[src/rtl/icache_pkg.sv]
// rtl/icache_pkg.sv - shared types, constants and helpers for the instruction cache
package icache_pkg;

    typedef logic [15:0]  lc3b_word;
    typedef logic [1:0]   lc3b_mem_wmask;
    typedef logic [127:0] lc3b_c_line;
    typedef logic [3:0]   lc3b_c_offset;

    localparam int ICACHE_LINE_BYTES = 16;
    localparam int ICACHE_OFFSET_W   = $clog2(ICACHE_LINE_BYTES);

    typedef enum logic {
        ST_IDLE = 1'b0,
        ST_FILL = 1'b1
    } icache_state_e;

    // Word k of a line lives at bits [16k+15:16k].
    function automatic lc3b_word line_word(input lc3b_c_line line, input logic [2:0] sel);
        return line[{sel, 4'b0000} +: 16];
    endfunction

endpackage

[src/rtl/icache_control.sv]
// rtl/icache_control.sv - IDLE/FILL sequencer, miss capture and response decode
//
// Ports:
//   clk, reset            clock, synchronous active-high reset
//   mem_read, mem_write   CPU request strobes
//   hit                   lookup result for the current request address
//   req_tag, req_index    tag/index of the current request address
//   pmem_resp             fill data valid pulse from physical memory
//   mem_resp              completion pulse to the CPU (write ack or read hit)
//   hit_event             read hit being answered this cycle
//   miss_event            read miss being accepted this cycle
//   pmem_read             registered fill request
//   pmem_address          registered line-aligned fill address
//   fill_we               install the returned line this cycle
//   fill_index, fill_tag  where/what to install, captured at miss entry
module icache_control
    import icache_pkg::*;
#(
    parameter int IW = 3,
    parameter int TW = 16 - ICACHE_OFFSET_W - IW
) (
    input  logic          clk,
    input  logic          reset,
    input  logic          mem_read,
    input  logic          mem_write,
    input  logic          hit,
    input  logic [TW-1:0] req_tag,
    input  logic [IW-1:0] req_index,
    input  logic          pmem_resp,
    output logic          mem_resp,
    output logic          hit_event,
    output logic          miss_event,
    output logic          pmem_read,
    output lc3b_word      pmem_address,
    output logic          fill_we,
    output logic [IW-1:0] fill_index,
    output logic [TW-1:0] fill_tag
);

    icache_state_e state_q;
    logic          pmem_read_q;
    lc3b_word      pmem_address_q;
    logic [IW-1:0] index_q;
    logic [TW-1:0] tag_q;
    logic          idle;
    logic          write_ack;

    // Everything is qualified with !reset so a reset cycle neither answers
    // nor installs anything, regardless of what else is happening.
    always_comb begin
        idle       = (state_q == ST_IDLE) && !reset;
        write_ack  = idle && mem_write;
        hit_event  = idle && !mem_write && mem_read && hit;
        miss_event = idle && !mem_write && mem_read && !hit;
        mem_resp   = write_ack || hit_event;
        fill_we    = (state_q == ST_FILL) && pmem_resp && !reset;
    end

    always_ff @(posedge clk) begin
        if (reset) begin
            state_q        <= ST_IDLE;
            pmem_read_q    <= 1'b0;
            pmem_address_q <= '0;
            index_q        <= '0;
            tag_q          <= '0;
        end else begin
            case (state_q)
                ST_IDLE: begin
                    if (miss_event) begin
                        state_q        <= ST_FILL;
                        tag_q          <= req_tag;
                        index_q        <= req_index;
                        pmem_read_q    <= 1'b1;
                        pmem_address_q <= {req_tag, req_index, 4'b0000};
                    end
                end
                ST_FILL: begin
                    // The fill runs to completion even if the CPU drops or
                    // changes its request; the captured tag/index are used.
                    if (pmem_resp) begin
                        state_q     <= ST_IDLE;
                        pmem_read_q <= 1'b0;
                    end
                end
                default: state_q <= ST_IDLE;
            endcase
        end
    end

    assign pmem_read    = pmem_read_q;
    assign pmem_address = pmem_address_q;
    assign fill_index   = index_q;
    assign fill_tag     = tag_q;

endmodule

[src/rtl/icache.sv]
// rtl/icache.sv - read-only direct-mapped instruction cache with hit/miss counters
//
// Ports:
//   clk, reset                       clock, synchronous active-high reset
//   mem_read/mem_write               CPU request (writes are acknowledged only)
//   mem_byte_enable, mem_wdata       ignored
//   mem_address                      CPU byte address
//   mem_resp, mem_rdata              one-cycle completion pulse and read word
//   pmem_read, pmem_address          line-fill request to physical memory
//   pmem_resp, pmem_rdata            fill data pulse and 128-bit line
//   hit_count, miss_count            saturating performance counters
module icache
    import icache_pkg::*;
#(
    parameter int NUM_SETS = 8
) (
    input  logic          clk,
    input  logic          reset,
    input  logic          mem_read,
    input  logic          mem_write,
    input  lc3b_mem_wmask mem_byte_enable,
    input  lc3b_word      mem_address,
    input  lc3b_word      mem_wdata,
    output logic          mem_resp,
    output lc3b_word      mem_rdata,
    output logic          pmem_read,
    output lc3b_word      pmem_address,
    input  logic          pmem_resp,
    input  lc3b_c_line    pmem_rdata,
    output logic [15:0]   hit_count,
    output logic [15:0]   miss_count
);

    localparam int IW = $clog2(NUM_SETS);
    localparam int TW = 16 - ICACHE_OFFSET_W - IW;

    logic [NUM_SETS-1:0] valid_q;
    logic [TW-1:0]       tag_q  [NUM_SETS];
    lc3b_c_line          data_q [NUM_SETS];

    logic [15:0]   hit_count_q;
    logic [15:0]   miss_count_q;

    lc3b_c_offset  offset;
    logic [IW-1:0] req_index;
    logic [TW-1:0] req_tag;
    logic          hit;
    logic          hit_event;
    logic          miss_event;
    logic          fill_we;
    logic [IW-1:0] fill_index;
    logic [TW-1:0] fill_tag;
    logic          unused_inputs;

    assign offset    = mem_address[3:0];
    assign req_index = mem_address[ICACHE_OFFSET_W +: IW];
    assign req_tag   = mem_address[15 -: TW];
    assign hit       = valid_q[req_index] && (tag_q[req_index] == req_tag);

    // Byte lane inside a word does not matter for instruction fetch.
    assign unused_inputs = ^{mem_byte_enable, mem_wdata, offset[0]};

    icache_control #(
        .IW(IW),
        .TW(TW)
    ) u_control (
        .clk          (clk),
        .reset        (reset),
        .mem_read     (mem_read),
        .mem_write    (mem_write),
        .hit          (hit),
        .req_tag      (req_tag),
        .req_index    (req_index),
        .pmem_resp    (pmem_resp),
        .mem_resp     (mem_resp),
        .hit_event    (hit_event),
        .miss_event   (miss_event),
        .pmem_read    (pmem_read),
        .pmem_address (pmem_address),
        .fill_we      (fill_we),
        .fill_index   (fill_index),
        .fill_tag     (fill_tag)
    );

    // Data is only driven while a read hit is being answered.
    assign mem_rdata = hit_event ? line_word(data_q[req_index], offset[3:1]) : '0;

    always_ff @(posedge clk) begin
        if (reset) begin
            valid_q <= '0;
        end else if (fill_we) begin
            valid_q[fill_index] <= 1'b1;
        end
    end

    always_ff @(posedge clk) begin
        if (fill_we) begin
            data_q[fill_index] <= pmem_rdata;
            tag_q[fill_index]  <= fill_tag;
        end
    end

    always_ff @(posedge clk) begin
        if (reset) begin
            hit_count_q  <= '0;
            miss_count_q <= '0;
        end else begin
            if (hit_event && (hit_count_q != 16'hFFFF)) begin
                hit_count_q <= hit_count_q + 16'd1;
            end
            if (miss_event && (miss_count_q != 16'hFFFF)) begin
                miss_count_q <= miss_count_q + 16'd1;
            end
        end
    end

    assign hit_count  = hit_count_q;
    assign miss_count = miss_count_q;

endmodule

[config.mk]
export PLATFORM = sky130hd
export DESIGN_NAME = icache
export DESIGN_NICKNAME = d
export VERILOG_FILES = /design/src/rtl/icache_pkg.sv /design/src/rtl/icache_control.sv /design/src/rtl/icache.sv
export SDC_FILE = /design/constraint.sdc
export NUM_CORES = 1
export LEC_CHECK = 0
export ABC_AREA = 0
export BUFFER_PORTS_ARGS = -buffer_cell sky130_fd_sc_hd__buf_2
export CAP_MARGIN = 5
export CORE_ASPECT_RATIO = 1.5
export CORE_UTILIZATION = 30
export DETAILED_ROUTE_END_ITERATION = 10
export HOLD_SLACK_MARGIN = 0.06
export PLACE_DENSITY_LB_ADDON = 0.12
export SLEW_MARGIN = 20
export SYNTH_ARGS = -nofsm -noshare
export SYNTH_HDL_FRONTEND = slang
export SYNTH_HIERARCHICAL = 1
export SYNTH_SLANG_ARGS = --single-unit
[constraint.sdc]
create_clock -name clk -period 15.05 [get_ports clk]
set_clock_uncertainty 0.2 [all_clocks]
set_input_delay 0.7525 -clock clk [delete_from_list [all_inputs] [get_ports clk]]
set_output_delay 0.7525 -clock clk [all_outputs]
set_load 0.01 [all_outputs]
# After elaboration in Yosys (flattened, before gate mapping)
# Memories as Yosys holds them, arrays and structs flattened.
# Index checks and enable logic that the tools add are counted.
[word_totals] in_bits=167 register_bits=66 memories=2 ramBits=1096 wordCells=54 out_inout_bits=66
[op_classes] n_lt_le_gt_ge=3 n_bitwise=2 eq_ne=5 shift=1 n_addsub=2 n_reduce_logical=18 mux=13
[mem_list] name="data_q" words=8 width=128 rd=1 rd_clocked_by_memory_dff=0 wr=1 line_no="icache.sv:39" source="lc3b_c_line data_q [NUM_SETS];"
[mem_list] name="tag_q" words=8 width=9 rd=1 rd_clocked_by_memory_dff=0 wr=1 line_no="icache.sv:38" source="logic [TW-1:0] tag_q [NUM_SETS];"
[op_table] cell="$shiftx A128 B8 Y16" n=1
[op_table] cell="$add A16 B1 Y16 const B" n=2
[op_table] cell="$ne A16 B16 Y1 const B" n=2
[op_table] cell="$mux W16" n=1
[op_table] cell="$logic_and A1 B1 Y1" n=12
[op_table] cell="$eq A9 B9 Y1" n=1
[op_table] cell="$lt A3 B4 Y1 const B" n=2
[op_table] cell="$mux W1" n=8
[op_table] cell="$or A8 B8 Y8" n=1
[op_table] cell="$ne A2 B2 Y1 const B" n=2
[op_table] cell="$pmux W1 S2" n=2
[op_table] cell="$reduce_and A2 Y1" n=2
[op_table] cell="$bmux W1 S3" n=1
[op_table] cell="$demux W1 S3" n=1
[op_table] cell="$ge A3 B1 Y1 const B" n=1
[op_table] cell="$logic_not A1 Y1" n=3
[op_table] cell="$logic_or A1 B1 Y1" n=1
[op_table] cell="$not A1 Y1" n=1

# Logic depth before layout (Yosys ltp)
# Gate-level depths: netlist of the first run.
[logic_depth] word_depth=7 ltp_mapped=17 depth_no_buf=13

# Modules after synthesis
# The synthesis of the first run kept the hierarchy.
[by_module_without_submodules] mod="icache" instances=1 seq_area_each_um2=33712.3 cells_each=1933 area_each_um2=43725.7
[by_module_without_submodules] mod="icache_control" instances=1 seq_area_each_um2=280.3 cells_each=87 area_each_um2=709.4

# Worst setup path after synthesis of the first run
# OpenSTA, ideal clock, no wires.
[synth_path] kind="input -> register" start="input port reset" end="memory data_q[0][0] (netlist bit) (enable)" required_ns=14.046 setup_slack_ns=3.445 arrival_time_ns=10.601 setup_time_ns=0.804 path_stages=5 path_buffers=2 cell_sequence="buf_6 -> clkbuf_1 -> nor2_1 -> nand2b_1 -> nor3_1"
[synth_via] elab_chain_len=4
[synth_rtl] element="start: declaration" line_no="icache.sv:18" source="input logic reset,"
[synth_rtl] element="$logic_not A1 Y1" line_no="icache_control.sv:56" source="fill_we = (state_q == ST_FILL) && pmem_resp && !reset;"
[synth_rtl] element="$logic_and A1 B1 Y1" line_no="icache_control.sv:56"
[synth_rtl] element="net fill_we" line_no="icache.sv:50" source="logic fill_we;"
[synth_rtl] element="$mux W1" line_no="icache.sv:97" source="if (fill_we) begin"
[synth_rtl] element="$mux W1 (not written as such)" line_no="icache.sv:98" source="data_q[fill_index] <= pmem_rdata;"
[synth_rtl] element="end: declaration" line_no="icache.sv:39"
# The timed path passes the listed nets, and every way through them passes these cells.

# Worst setup path after layout of the first run
[layout_path] start="input port mem_address[4]" end="output port mem_rdata[1]"
[layout_via] elab_chain_len=5 word_cells_on_any_way=9 classes_between="1 x eq/ne; 1 x shift; 3 x mux; 2 x reduce/logical; 2 x memory"
[layout_rtl] element="start: declaration" line_no="icache.sv:22" source="input lc3b_word mem_address,"
[layout_rtl] element="$mem_v2 Z8 W9 or $bmux W1 S3 (tied branches)"
[layout_rtl] element="$eq A9 B9 Y1 or $mux W1 (tied branches)" line_no="icache.sv:58" source="assign hit = valid_q[req_index] && (tag_q[req_index] == req_tag);"
[layout_rtl] element="$logic_and A1 B1 Y1 (*)" line_no="icache.sv:58"
[layout_rtl] element="net hit" line_no="icache.sv:47" source="logic hit;"
[layout_rtl] element="$logic_and A1 B1 Y1 (*)" line_no="icache_control.sv:53" source="hit_event = idle && !mem_write && mem_read && hit;"
[layout_rtl] element="net hit_event" line_no="icache.sv:48" source="logic hit_event;"
[layout_rtl] element="$mux W16 (*)" line_no="icache.sv:86" source="assign mem_rdata = hit_event ? line_word(data_q[req_index], offset[3:1]) : '0;"
[layout_rtl] element="end: declaration" line_no="icache.sv:25" source="output lc3b_word mem_rdata,"
# The timed path passes the listed nets; every way through them passes the cells marked *. The select of a mux whose other input is x is not followed.

==> results of run 1 <==
[final cells by class]
cell class	instances	area (µm²)
fillers	13700	94300
flip-flops and latches	1150	34000
multi-input cells	747	9760
clock buffers	148	3120
repair buffers	353	2540
well taps	1914	2390
clock inverters	65	623
inverters	7	26.3
diodes	8	20.0
[power by group]
group	switching, W	internal (W)
Clock	0.00120	0.00164
Sequential	0.00000389	0.00350
Combinational	0.000171	0.000131
[layout by cell type, fill, tap and decap left out, drive strengths merged, types with 8 or more instances in the layout]
cell type       n
clkinv         49
dlygate4sd3   106
bufinv         11
mux4          285
nand2          43
o21ai          22
inv             8
buf           247
diode           8
nand2b          8
edfxtp       1096
a21oi          25
xor2           21
dfxtp          54
a22oi          44
o22ai          10
o211ai          8
nand3          22
xnor2           8
mux2i         129
nor2           54
nor3           12
clkbuf        148
nand4          10
[cell usage after synthesis (2+ instances only)]
cell type	n
mux4_2	279
xor2_1	21
or3_1	3
buf_4	41
o21ai_0	12
a22oi_1	44
buf_12	2
mux4_1	6
dfxtp_1	54
inv_1	7
xnor2_1	8
ha_1	2
nor3_1	12
buf_2	33
buf_6	7
mux2i_1	129
buf_1	4
nor2b_1	4
nand4_1	10
nor4_1	5
a21oi_1	25
clkbuf_1	31
o21ai_1	9
and3_1	5
nand2b_1	8
and4_1	4
o22ai_1	10
nand3_1	22
nor2_1	54
nand2_1	43
o211ai_1	8
mux2_2	3
edfxtp_1	1096
[metrics by stage]
stage | utilization | setup slack [ns] | hold WS [ns] | power [W]
4_1_cts | 0.357 | 6.72 | 0.0605 | 0.00676
3_5_place_dp | 0.325 | 6.74 | 0.253 | 0.00386
6_report | 0.358 | 6.95 | 0.119 | 0.00665
2_1_floorplan | - | 3.44 | 0.235 | 0.00375
5_1_grt | 0.357 | 6.50 | 0.0948 | 0.00688
3_3_place_gp | 0.324 | 6.74 | 0.244 | 0.00386
[flip-flops by register name (all words and copies together) (netlist names)]
register	cells
valid_q	8
u_control/state_q	1
u_control/fill_index	2
u_control/pmem_address	1
data_q	1024
u_control/pmem_read	1
tag_q	72
miss_count	16
hit_count	16
u_control/fill_tag	9
[final timing paths]
path                                      start             end  slack, ns  cells past startpoint
worst min register to register       valid_q[6]      valid_q[6]       0.27                      2
worst max register to register      tag_q[7][6]   hit_count[15]      10.33                     13
worst max-delay path             mem_address[4]    mem_rdata[1]       6.95                     15
worst min-delay path            pmem_rdata[104]  data_q[4][104]       0.12                      1
[layer usage]
layer  vias to the layer above  global-route usage  wire length [µm]
li1                       9185                   -                 -
met1                     11500               0.194             47500
met2                       512               0.262             57400
met3                       190              0.0301              5770
met4                        40              0.0451              2630
met5                         -                   0               260
[critical path: stages]
cell and delay (ns):
buf_8 0.53, buf_12 0.48, buf_4 0.85, mux4_2 0.60, mux2i_1 0.30, xor2_1 0.18
nand4_1 0.12, nor4_2 0.23, buf_4 0.24, inv_1 0.23, nor2_1 0.79, nand2b_1 0.14
buf_4 0.28, o21ai_0 0.76, buf_2 0.27
[cells by family after synthesis]
group / share of synthesized area
muxes: 0.175
xor gates and xnor gates: 0.00572
other: 0.0000844
adders and majority gates: 0.000563
DFF: 0.765
buffers and inverters: 0.0172
AOI/OAI and AO/OA: 0.0175
and+or+nand+nor: 0.0191
==> flow_summary.yaml, run 1 <==
synth:
  avgSynthCellArea_um2: 22.0
  yosysSeqAreaShare: 0.765
  synth-seq-cells: 1150
  yosysTopAreaCell: "edfxtp_1"
  synth_top_area_frac: 0.741
  synthCells: 2020
  synthArstFlopShare: 0
  synth_edf_count: 1096
  synthTopCellsByArea: "edfxtp_1 74%, mux4_2 14%, mux2i_1 2.9%"
  ys_types: 52
  synth_ff_type: "edfxtp_1"
  yosysWarnings: 6
  syn-cell-area_mm2: 0.0444
clocking:
  clock_sinks: 1150
  clock_path_buffers: 3
  numCtsBuffers: 115
  post_cts_buffers: 0
  path_clk_slew_ns: 0.06
  holdBufCountCts: 106
  cts_root_buffer: "clkbuf_16"
  clock_latency_ns: 0.71
  htree_levels: 3
  cts_resized: 0
  cts_tree: "done"
floorplan:
  die_w_um: 316
  rows: 172
  fp.coreArea_mm2: 0.147
  die_y_um: 473
  pin_count: 233
  die_area_mm2: 0.150
  initial_core_util: 0.303
placement:
  placed_cells: 4065
  post_dp_cell_area_mm2: 0.0477
  io_buffers: 209
  dp_hpwl_um: 61400
  place_congestion: 0.730
worst_setup_path:
  cp.required_ns: 14.10
  endpoint_kind: "output pin"
  cp-start-kind: "primary input"
  cp.arrival_ns: 7.15
  crit_fanout: 94
  critPathKind: "in2out"
finish:
  stdcell_count: 4392
  syn2layout_area_growth_pct: 18.1
  post_route_cells_drive_above_1_share: 0.288
  final_cell_area_mm2: 0.0525
  final_nets: 2543
sta:
  period_needed_ns: 8.10
  period_share: 0.538
  fmax_mhz: 123
  worst_pin_slew_ns: 1.13
  rsz0062_at_grt: "false"
  slew_headroom: 0.245
  setup_viol: 0
  fin_tns_setup_ns: 0
  final-hold-violation-count: 0
  maxSlewViolCount: 0
pwr:
  power_density_mw_per_mm2: 127
  peakVddDrop_mv: 0.0896
  p_leak_nw: 16.9
routing:
  vias: 21400
  post_drt_wl_per_cell_um: 25.9
  drtIter0Drc: 1467
  dr.pass1.iters: 5
  wl_um: 114000
  antenna_left: 0
  route.detailed.drc: 0
  drt-vias-per-instance: 4.88
grt:
  grt-ovfl-total: 0
  antenna_found_initial: 35
  gr-usage-all-layers: 0.153
  grt_max_degree: 100
  grt_pass1_vias: 23700
  grt_pass1_wl_um: 164000
run_status:
  outcome: "complete, no violations"
worst_hold_path:
  hold_class: "in2reg"
run:
  drv_cap: 0
No activity file was read; power rests on OpenSTA's default activity.
==> inputs of run 2 (changes only) <==
==> constraint.sdc (replaced) <==
create_clock -name clk -period 6.9 [get_ports clk]
set_clock_uncertainty 0.2 [all_clocks]
set_input_delay 0.345 -clock clk [delete_from_list [all_inputs] [get_ports clk]]
set_output_delay 0.345 -clock clk [all_outputs]
set_load 0.01 [all_outputs]
==> run 2 against run 1 <==
Against the previous run:
- wire length fell by 0.43%
- count of clock-buffer cells in the layout is 2 lower
- worst hold slack improved by 0.12 ns
- worst setup slack got worse by 6.1 ns
- die area did not move
- power increased by 120%
- critical path depth down 1
- first-iteration DRC count fell by 3.1%
- cell area rose by 1.2%
- combinational power rose by 120%
- critical path type unchanged
- largest power group unchanged
==> flow_summary.yaml, run 2 (synthesis gave the netlist of run 1 again) <==
routing:
  drtIter0Drc: 1421
  antenna_left: 0
  vias: 21600
  route.detailed.drc: 0
  post_drt_wl_per_cell_um: 25.4
  dr.pass1.iters: 5
  wl_um: 113000
  drt-vias-per-instance: 4.84
clocking:
  htree_levels: 3
  clock_latency_ns: 0.72
  numCtsBuffers: 118
  cts_resized: 0
  clock_sinks: 1150
  clock_path_buffers: 3
  cts_root_buffer: "clkbuf_16"
  path_clk_slew_ns: 0.06
  cts_tree: "done"
sta:
  slew_headroom: 0.247
  final-hold-violation-count: 0
  rsz0062_at_grt: "false"
  fin_tns_setup_ns: 0
  hold_ws_ns: 0.235
  period_share: 0.874
  period_needed_ns: 6.03
  worst_pin_slew_ns: 1.13
  fmax_mhz: 166
  setup_viol: 0
  maxSlewViolCount: 0
finish:
  final_cell_area_mm2: 0.0531
  final_util: 0.362
  fillCellCount: 13700
  final_nets: 2608
  layout_common_cells: "1096 x edfxtp_1, 279 x mux4_2, 206 x buf_2"
  largest_reg_flops: 1024
  regArea_mm2: 0.0340
  multi_input_area_mm2: 0.00979
  post_route_cells_drive_above_1_share: 0.280
  final_common_cell: "edfxtp_1"
  reg.largest.list: "data_q: 1024 flops, tag_q: 72 flops"
  syn2layout_area_growth_pct: 19.5
  top_register: "data_q"
placement:
  place_congestion: 0.741
  post_dp_cell_area_mm2: 0.0477
  io_buffers: 209
  dp_hpwl_um: 61700
pwr:
  power_density_mw_per_mm2: 272
  p_leak_nw: 17.1
  peakVddDrop_mv: 0.196
worst_setup_path:
  critPathKind: "in2out"
  r2r_start: "tag_q[7][0]"
  crit_start: "mem_address[5]"
  cp-start-kind: "primary input"
  crit_end: "mem_rdata[1]"
  cp.required_ns: 6.36
  endpoint_kind: "output pin"
  r2r_slack_ns: 2.12
  crit_fanout: 55
  cp.arrival_ns: 5.49
  reg2regPathDepth: 13
  r2r_end: "hit_count[15]"
floorplan:
  initial_core_util: 0.303
  die_y_um: 473
  rows: 172
  die_w_um: 316
  die_area_mm2: 0.150
  pin_count: 233
  fp.coreArea_mm2: 0.147
grt:
  grt_max_degree: 127
  antenna_found_initial: 27
  grt_pass1_vias: 23500
  gr-usage-all-layers: 0.152
  grt-ovfl-total: 0
  grt_pass1_wl_um: 164000
worst_hold_path:
  hold_class: "in2reg"
run:
  drv_cap: 0
run_status:
  outcome: "complete, no violations"
## run 2: changes by cell type in the layout (fill, tap and decap cells not counted), moves of 2 or more
cell / delta
dlygate4sd3_1: +61
clkinv_1: +9
buf_12: +4
bufinv_16: -3
clkbuf_8: -3
clkinv_2: +3
buf_4: -2
clkbuf_16: +2
clkinvlp_4: -2
diode_2: -2
nor2b_2: -2
nor2b_4: +2
nor3_2: -2
nor3_4: +2
## run 2: layout make-up
class                           instances  area share
Clock buffer                          146      0.0588
Multi-Input combinational cell        747       0.184
Clock inverter                         72      0.0104
Tap cell                             1914      0.0451
Timing Repair Buffer                  415      0.0601
Sequential cell                      1150       0.640
Antenna cell                            6    0.000283
Inverter                                7    0.000495
## run 2: what timing repair did
action,in CTS,in global routing
endpoints found under the hold margin,1072,0
hold buffers,167,0
buffers inserted,0,0
## run 2: worst min path at each step
stage	startpoint	to	slack (ns)	cells after the start
after floorplan	valid_q[2]	valid_q[2]	0.23	2
after global placement	u_control/pmem_read	u_control/pmem_read	0.24	2
after detailed placement	valid_q[3]	valid_q[3]	0.26	2
after CTS	pmem_rdata[16]	data_q[1][16]	0.17	2
after global routing	pmem_rdata[11]	data_q[6][11]	0.22	2
final	pmem_rdata[11]	data_q[7][11]	0.24	2
## run 2: per-layer routing
| metal | GRT usage | wire length, µm |
|---|---|---|
| met5 | 0 | 171 |
| met4 | 0.0395 | 2070 |
| met3 | 0.0263 | 5230 |
| met2 | 0.260 | 57100 |
| met1 | 0.197 | 48500 |
## run 2: worst max-delay path, stage by stage
cell	delay [ns]
dlygate4sd3_1	0.56
buf_8	0.43
mux4_2	0.57
mux2i_1	0.27
xor2_1	0.25
nand4_1	0.18
nor4_2	0.26
buf_4	0.24
inv_1	0.23
nor2_1	0.75
nand2b_1	0.13
buf_4	0.27
o21ai_0	0.65
buf_2	0.26
## run 2: power breakdown
group / internal [W] / switching (W) / leakage, nW / total, W
clock: 0.00348 / 0.00265 / 1.81 / 0.00613
combinational: 0.000305 / 0.000374 / 5.10 / 0.000678
sequential: 0.00764 / 0.00000895 / 10.2 / 0.00765
## run 2: through the flow
| step | instances | worst slack (ns) | total power (W) |
|---|---|---|---|
| after detailed placement | 4066 | 1.30 | 0.00842 |
| after global routing | 4456 | 0.451 | 0.0149 |
| after CTS | 4451 | 0.713 | 0.0147 |
| after global placement | 4066 | 1.36 | 0.00840 |
| final | 4457 | 0.866 | 0.0145 |
| after floorplan | 2023 | -0.597 | 0.00817 |
==> inputs of run 3 (changes only) <==
==> constraint.sdc (replaced) <==
create_clock -name clk -period 6.6 [get_ports clk]
set_clock_uncertainty 0.2 [all_clocks]
set_input_delay 0.33 -clock clk [delete_from_list [all_inputs] [get_ports clk]]
set_output_delay 0.33 -clock clk [all_outputs]
set_load 0.01 [all_outputs]
==> run 3 against run 2 <==
Against the previous run:
- global-route usage about the same
- clock power increased by 2%
- combinational power increased by 5.3%
- sequential share of layout area increased by 0.076 points
- register-to-register slack got worse by 0.19 ns
- critical path depth decreased by 2
- cell area decreased by 0.12%
- utilization about the same
- power increased by 3.7%
- via count about the same
- worst hold slack got worse by 0.017 ns
- critical endpoint unchanged
- highest routed layer unchanged
==> flow_summary.yaml, run 3 (synthesis gave the netlist of run 1 again) <==
routing:
  antenna_left: 0
  wl_um: 113000
  drt-vias-per-instance: 4.84
  post_drt_wl_per_cell_um: 25.3
  dr.pass1.iters: 5
  route.detailed.drc: 0
  drtIter0Drc: 1318
  vias: 21600
finish:
  top_register: "data_q"
  fillCellCount: 13600
  final_common_cell: "edfxtp_1"
  multi_input_area_mm2: 0.00979
  syn2layout_area_growth_pct: 19.3
  reg.largest.list: "data_q: 1024 flops, tag_q: 72 flops"
  final_cell_area_mm2: 0.0530
  largest_reg_flops: 1024
  layout_common_cells: "1096 x edfxtp_1, 279 x mux4_2, 206 x buf_2"
  post_route_cells_drive_above_1_share: 0.281
  regArea_mm2: 0.0340
  final_util: 0.361
  final_nets: 2605
sta:
  final-hold-violation-count: 0
  period_share: 0.918
  setup_ws_ns: 0.544
  slew_headroom: 0.340
  worst_pin_slew_ns: 0.990
  fmax_mhz: 165
  maxSlewViolCount: 0
  rsz0062_at_grt: "false"
  period_needed_ns: 6.06
  setup_viol: 0
worst_setup_path:
  cp.arrival_ns: 5.53
  cp-start-kind: "primary input"
  path_buf_inv: 6
  slowest_delay_ns: 0.76
  r2r_end: "hit_count[9]"
  r2r_start: "tag_q[3][2]"
  crit_family: "buffers and inverters"
  reg2regPathDepth: 13
  endpoint_kind: "output pin"
  r2r_slack_ns: 1.93
  crit_fanout: 50
  crit_chain: "dlygate4sd3_1 -> buf_8 -> buf_4 -> mux4_2 -> mux2i_1 -> nor4_2 -> buf_4 -> inv_1 -> nor2_1 -> nand2b_1 -> o21ai_0 -> buf_2"
  cp_slowest_cell: "buf_4"
  critPathKind: "in2out"
  cp.required_ns: 6.07
  cp.depth: 12
  cpMostUsedCell: "buf_4"
grt:
  antenna_found_initial: 30
  gr-usage-all-layers: 0.152
  grt_pass1_vias: 23700
  grt-ovfl-total: 0
  grt_pass1_wl_um: 164000
  grt_max_degree: 119
placement:
  post-place-ws_ns: 1.01
  dp_hpwl_um: 61800
  place_congestion: 0.739
  io_buffers: 209
  post_dp_cell_area_mm2: 0.0477
clocking:
  post_cts_buffers: 0
  clock_latency_ns: 0.71
  holdBufCountCts: 166
  clock_sinks: 1150
  cts_root_buffer: "clkbuf_16"
  clock_path_buffers: 3
  path_clk_slew_ns: 0.06
  htree_levels: 3
  cts_resized: 0
  cts_tree: "done"
  numCtsBuffers: 116
pwr:
  peakVddDrop_mv: 0.202
  power_density_mw_per_mm2: 283
  p_leak_nw: 17.1
floorplan:
  pin_count: 233
  die_w_um: 316
  die_y_um: 473
  initial_core_util: 0.303
  fp.coreArea_mm2: 0.147
  rows: 172
  die_area_mm2: 0.150
run:
  drv_cap: 0
worst_hold_path:
  worstHoldStart: "pmem_rdata[52]"
  hold_class: "in2reg"
  hold_depth: 2
  holdPathEnd: "data_q[0][52]"
run_status:
  outcome: "complete, no violations"
==> run 3: cell count changes in the layout (fill, tap and decap cells not counted), moves of 4 or more <==
| cell | delta |
|---|---|
| clkinvlp_4 | +5 |
| diode_2 | +5 |
| clkbuf_16 | -4 |
| clkbuf_8 | +4 |
| clkinv_2 | -4 |
==> run 3: cell type report <==
type                       count  share of cell area
sequential                  1150               0.641
multi-input combinational    747               0.185
timing repair buffer         414              0.0600
clock buffer                 144              0.0579
tap                         1914              0.0452
clock inverter                75              0.0102
antenna                       11            0.000519
inverter                       7            0.000496
==> run 3: through the flow <==
step,cells,power [W],hold slack (ns),setup TNS (ns)
final,4462,0.0150,0.218,0
after global routing,4457,0.0155,0.214,0
after CTS,4451,0.0152,0.151,0
after detailed placement,4066,0.00880,0.260,0
after global placement,4066,0.00879,0.245,0
after floorplan,2023,0.00854,0.229,-819.41
==> run 3: worst max path at each step <==
stage,start,endpoint,slack (ns)
finish,mem_address[5],mem_rdata[1],0.54
global route,mem_address[5],mem_rdata[1],0.1
CTS,mem_address[5],mem_rdata[1],0.41
detailed placement,mem_address[5],mem_rdata[1],1.01
global placement,mem_address[5],mem_rdata[1],1.01
floorplan,reset,data_q[2][0],-0.88
==> run 3: metal layers <==
metal,vias to the layer above,part of all wire,GRT usage
met3,146,0.047,0.0269
met1,11600,0.42,0.195
met5,-,0.0017,0
li1,9331,-,-
met4,30,0.017,0.0392
met2,479,0.51,0.263
==> run 3: worst register-to-register path: cells and delay by family, from the launching register on <==
kind | cells | cell delay, ns
multiplexers | 2 | 0.81
XOR/XNOR | 2 | 0.40
AND/OR/NAND/NOR | 7 | 2.34
buffers and inverters | 2 | 0.48
flip-flops | 1 | 0.35
==> run 3: report_power, final <==
| group | internal [W] | switching, W | leakage, nW | total, W |
|---|---|---|---|---|
| clock network | 0.00352 | 0.00276 | 1.76 | 0.00628 |
| logic | 0.000318 | 0.000395 | 5.10 | 0.000714 |
| registers | 0.00799 | 0.00000947 | 10.2 | 0.00800 |
